**config.mk**
```make
export PLATFORM = sky130hd
export DESIGN_NAME = dmac_desc_engine
export DESIGN_NICKNAME = d
export VERILOG_FILES = /design/src/rtl/dmac_desc_engine.sv
export SDC_FILE = /design/constraint.sdc
export NUM_CORES = 1
export LEC_CHECK = 0
export ABC_AREA = 1
export CAP_MARGIN = 40
export CORE_UTILIZATION = 42
export DETAILED_ROUTE_END_ITERATION = 10
export PLACE_DENSITY = 0.79
export REMOVE_ABC_BUFFERS = 1
export SLEW_MARGIN = 20
export SYNTH_ARGS = -nofsm -noshare
export SYNTH_HDL_FRONTEND = slang
export SYNTH_SLANG_ARGS = --single-unit
```
**constraint.sdc**
```tcl
create_clock -name clk -period 1.65 [get_ports clk]
set_input_delay 0.495 -clock clk [delete_from_list [all_inputs] [get_ports clk]]
set_output_delay 0.495 -clock clk [all_outputs]
set_load 0.05 [all_outputs]
```
**src/rtl/dmac_desc_engine.sv**
```systemverilog
// DMA channel engine: pops {SRC, DST, SIZE} descriptors from the descriptor FIFO and copies
// SIZE words from SRC to DST over a single-master bus, one read then one write per word.
// Latency: 6 cycles fetch (no retries) to first read; >= 2 cycles per word; done 1 cycle after last write.
// Backpressure: bus requests hold stable until m_grant; FIFO pops retried on err / no response.
//
// Ports:
//   clk, reset_n                 clock, async active-low reset
//   en                           gates starting a new descriptor (checked only in IDLE)
//   fifo_rd_en / fifo_dout /     FIFO pop pulse, read data, pop accepted, pop refused, occupancy
//   fifo_rd_ack / fifo_rd_err /
//   fifo_data_count
//   m_req / m_wr / m_addr /      bus request, direction, word address, write data, read data,
//   m_wdata / m_rdata / m_grant  grant (transfer completes on m_req & m_grant)
//   busy / done / rem_cnt        not-idle, per-descriptor completion pulse, words left to copy
module dmac_desc_engine #(
    parameter int ADDR_W = 8,
    parameter int SIZE_W = 16
) (
    input  logic              clk,
    input  logic              reset_n,
    input  logic              en,
    output logic              fifo_rd_en,
    input  logic [31:0]       fifo_dout,
    input  logic              fifo_rd_ack,
    input  logic              fifo_rd_err,
    input  logic [4:0]        fifo_data_count,
    output logic              m_req,
    output logic              m_wr,
    output logic [ADDR_W-1:0] m_addr,
    output logic [31:0]       m_wdata,
    input  logic [31:0]       m_rdata,
    input  logic              m_grant,
    output logic              busy,
    output logic              done,
    output logic [SIZE_W-1:0] rem_cnt
);

    typedef enum logic [2:0] {
        IDLE,
        POP,
        POP_WAIT,
        RD,
        WR,
        DONE
    } state_t;

    state_t            state_q;
    state_t            state_d;
    logic [1:0]        idx_q;
    logic [ADDR_W-1:0] src_q;
    logic [ADDR_W-1:0] dst_q;
    logic [31:0]       data_q;
    logic [SIZE_W-1:0] rem_q;

    // A refused pop and a pop with no response are handled identically (retry the
    // same word), so fifo_rd_err carries no extra information; upper FIFO bits
    // beyond the address/size fields are don't-care.
    logic unused_inputs;
    assign unused_inputs = ^{fifo_dout, fifo_rd_err};

    always_ff @(posedge clk or negedge reset_n) begin
        if (!reset_n) begin
            state_q <= IDLE;
        end else begin
            state_q <= state_d;
        end
    end

    always_comb begin
        state_d = state_q;
        case (state_q)
            IDLE: begin
                // Only start when the whole descriptor is already in the FIFO.
                if (en && (fifo_data_count >= 5'd3)) begin
                    state_d = POP;
                end
            end
            POP: begin
                state_d = POP_WAIT;
            end
            POP_WAIT: begin
                if (fifo_rd_ack) begin
                    if (idx_q == 2'd2) begin
                        state_d = (fifo_dout[SIZE_W-1:0] != '0) ? RD : DONE;
                    end else begin
                        state_d = POP;
                    end
                end else begin
                    state_d = POP;
                end
            end
            RD: begin
                if (m_grant) begin
                    state_d = WR;
                end
            end
            WR: begin
                if (m_grant) begin
                    // Remaining count is about to drop from 1 to 0.
                    state_d = (rem_q == {{(SIZE_W-1){1'b0}}, 1'b1}) ? DONE : RD;
                end
            end
            DONE: begin
                state_d = IDLE;
            end
            default: begin
                state_d = IDLE;
            end
        endcase
    end

    always_ff @(posedge clk or negedge reset_n) begin
        if (!reset_n) begin
            idx_q  <= 2'd0;
            src_q  <= '0;
            dst_q  <= '0;
            data_q <= '0;
            rem_q  <= '0;
        end else begin
            case (state_q)
                IDLE: begin
                    idx_q <= 2'd0;
                    rem_q <= '0;
                end
                POP_WAIT: begin
                    if (fifo_rd_ack) begin
                        case (idx_q)
                            2'd0:    src_q <= fifo_dout[ADDR_W-1:0];
                            2'd1:    dst_q <= fifo_dout[ADDR_W-1:0];
                            default: rem_q <= fifo_dout[SIZE_W-1:0];
                        endcase
                        if (idx_q != 2'd2) begin
                            idx_q <= idx_q + 2'd1;
                        end
                    end
                end
                RD: begin
                    if (m_grant) begin
                        data_q <= m_rdata;
                    end
                end
                WR: begin
                    if (m_grant) begin
                        // Addresses wrap silently at the bus width.
                        src_q <= src_q + 1'b1;
                        dst_q <= dst_q + 1'b1;
                        rem_q <= rem_q - 1'b1;
                    end
                end
                default: begin
                end
            endcase
        end
    end

    // Outputs are decoded from registered state only, so m_grant never reaches m_req
    // combinationally and requests stay stable through a stall.
    assign fifo_rd_en = (state_q == POP);
    assign m_req      = (state_q == RD) || (state_q == WR);
    assign m_wr       = (state_q == WR);
    assign m_addr     = (state_q == RD) ? src_q : ((state_q == WR) ? dst_q : '0);
    assign m_wdata    = (state_q == WR) ? data_q : 32'd0;
    assign busy       = (state_q != IDLE);
    assign done       = (state_q == DONE);
    assign rem_cnt    = rem_q;

endmodule

```
==> results.md <==
* Tmin final at around 2.2 ns
* Die footprint at 10300 sq um
* CP Max Fanout at 7
* Internal power at 7.22 mW
* Iter 0 DRT Violations at just under 400
* Switch share at 0.495
* Clock Tree Buf Depth at 2
* Power share of the clock group at 0.096
* Share of cells above drive strength 1 at 0.329
* IO Count at 136
* Routed WL at 16.1 mm
* Crit path buffers/inverters at 3
* Sequential share of the synthesized area at 0.414
* Avg WL per Cell at ~17 um
* Data required, critical path at 1.15 ns
* Top cells by area, synth: dfrtp_1 41%, nand2_1 13%, nor2_1 12%, inv_1 7.5%, a21oi_1 5.2%
* Max Clock Freq at 456 MHz
* Clock transition at path regs at 0.07 ns
* Critical path startpoint category: flop
* Slowest cell on the critical path: dfrtp_1
* Setup Skew at a little over 0.007 ns
* Row count at 36
* Crit path arrival time at between 1.5 and 2 ns
* Core Area at roughly 9700 sq um
* CTS sink count at slightly below 70
* Worst vdd ir at 0.00102 V
* First-pass GRT wire length at 22.0 mm
* Clk_lat worst skew at 0.36 ns
* Port bufs at roughly 120
* Vias in the first global route at approximately 4800
* Placed wire-length estimate at 9.59 mm
* Post-Layout Cell Count at 953
* Final net count at 898
* Synth-to-Final Area Change at 84.2%
* Diodes inserted at 0
* Global placement routability congestion at 0.875
* Status: finished with violations
* Detail Route Antenna Nets at 0
* Hold Vio Cnt, Final at 0
* Initial Util at 0.431
* TritonCTS Buffers at 9
* Total power at 14.3 mW
* Syn Inst Count at between 600 and 700
* Root Buffer: clkbuf_8
* Max Slew Vio Count at 0
* RSZ-0062 raised after global routing: true
* CP endpoint kind: output port
* Commonest non-fill, non-tap cells in the layout: 136 x nand2_1, 93 x nor2_1, 82 x inv_1
* Gate power share at 0.687
* Violated checks: setup timing
* GRT Overall Usage at 0.275
* Max_slew headroom at 0.704
* Worst hold path class: input port to asynchronous set/reset pin
* Die width at 102 um
* Seq cells post-synth at 69
* Power per cell area at 1860 nW/um^2
* Yosys warns at 0
* CTS tree: yes
* Max-cap violation count at 0
* Die height at 102 um
* CP Class: flop to output port
* Worst path top cell family by delay: flip-flops
* Delay of the slowest critical-path stage at about 0.44 ns
* Sw Pwr at just over 7 mW
* CP Cell Sequence: nor2_4 -> nand2_8 -> buf_12 -> o22ai_2 -> buf_4 -> buf_12
* Yosys top cell area share at 0.414
* Residual DRC at 0
* Largest net degree at the start of global routing at 45
* Commonest non-fill, non-tap cell in the layout: nand2_1
* Hold_buf cts at 0
* DR vias at ~5100
* Avg Synthesized Cell Area at 6.70 sq um
* Biggest area consumer among synthesized cells: dfrtp_1
* Initial antenna violation count at 0
* Reg power frac at 0.217
* Final Worst Setup Slack at -0.542 ns
* Fin crit share at 1.33
* Vias per cell at ~5.3
* Worst slew pin tran at 0.441 ns
* Synthesized area at 4180 sq um
* Synth cell types at 26
* DP Cell Count at 915
* Maximum level of the CTS H-tree at 3
* Finish-stage setup viols at a little under 100
* Total grt overflow at 0
* Most frequent CP cell: buf_12
* Initial DRT Pass Iterations at 5
* P_leak at about 3.6 nW
-- layout make-up --
class | instances | area [sq um]
Timing Repair Buffer | 203 | 2690
Clock inverter | 2 | 35.0
Inverter | 90 | 375
Clock buffer | 13 | 139
Fill cell | 554 | 1990
Multi-Input combinational cell | 442 | 2550
Timing Repair inverter | 1 | 11.3
Sequential cell | 69 | 1730
Tap cell | 133 | 166
-- logic make-up after synthesis --
kind of cell    synth area share
compound gates             0.119
fa+ha+maj                 0.0210
simple gates               0.331
flops                      0.414
buf+inv                    0.115
-- sequential cells by signal (all words and copies together), names as in the netlist --
signal   cells
rem_cnt     16
src_q        8
idx_q        2
dst_q        8
data_q      32
state_q      3
-- per-stage QoR --
stage	hold slack (ns)	util	setup TNS (ns)	setup WS [ns]	area (sq um)
floorplan	0.199	-	-47.07	-1.23	4040
global placement	0.400	0.674	-8.30	-0.279	6520
detailed placement	0.398	0.674	-10.57	-0.280	6520
CTS	0.0196	0.729	-19.47	-0.462	7060
global route	0.0236	0.794	-29.81	-0.587	7690
finish	0.0134	0.794	-23.03	-0.542	7690
-- synth_stat cells, drive strengths merged --
cell and count:
nand2 154, inv 90, ha 7, a21oi 45
dfrtp 69, nand3b 1, o21bai 2, clkbuf 1
buf 21, o21ai 41, nand3 39, nor2 136
o22ai 7, nand4 5, nor3 5
-- worst reg2reg max path: stages (launching register included) --
cell      delay (ns)
dfrtp_1         0.44
nor2_4          0.19
nand2_8         0.13
buf_12          0.18
clkinv_8        0.05
buf_12          0.09
buf_12          0.13
buf_8           0.13
nand3_1         0.07
nand2_1         0.09
nand2_1         0.06
nand2_1         0.06
nand2_1         0.05
-- repair_timing --
item                                   CTS  global route
buffers inserted                        13            14
setup endpoints to repair               49            77
gates resized for setup                 76           123
pin swaps                                5            32
endpoints found under the hold margin    0             0
gates cloned                             2             3
-- metal layers --
layer	vias to the layer above	wire [um]	global-route usage
li1	2327	-	-
met2	268	8360	0.474
met3	60	1250	0.0759
met4	0	582	0.138
met5	-	0	0
met1	2426	5890	0.312
-- final timing paths --
kind | endpoint | cells past startpoint | slack [ns] | startpoint
max | m_addr[2] | 6 | -0.54 | state_q[0]$_DFFE_PN0P_
min | data_q[31]$_DFFE_PN0P_ | 1 | 0.01 | reset_n
max reg2reg | dst_q[7]$_DFFE_PN0P_ | 12 | -0.12 | state_q[0]$_DFFE_PN0P_
min reg2reg | dst_q[7]$_DFFE_PN0P_ | 2 | 0.49 | dst_q[7]$_DFFE_PN0P_
max in group asynchronous | src_q[4]$_DFFE_PN0P_ | 2 | 1.15 | reset_n
min in group clk | dst_q[7]$_DFFE_PN0P_ | 2 | 0.49 | dst_q[7]$_DFFE_PN0P_
-- power groups by stage --
stage / clock [mW] / sequential, mW / combinational, mW
after floorplan: 0 / 3.35 / 3.72
final: 1.37 / 3.10 / 9.84
after detailed placement: 0 / 3.06 / 7.67
after global routing: 1.44 / 3.18 / 10.5
after global placement: 0 / 3.01 / 7.44
after CTS: 1.34 / 3.03 / 8.29
No activity file was read; power rests on OpenSTA's default activity.
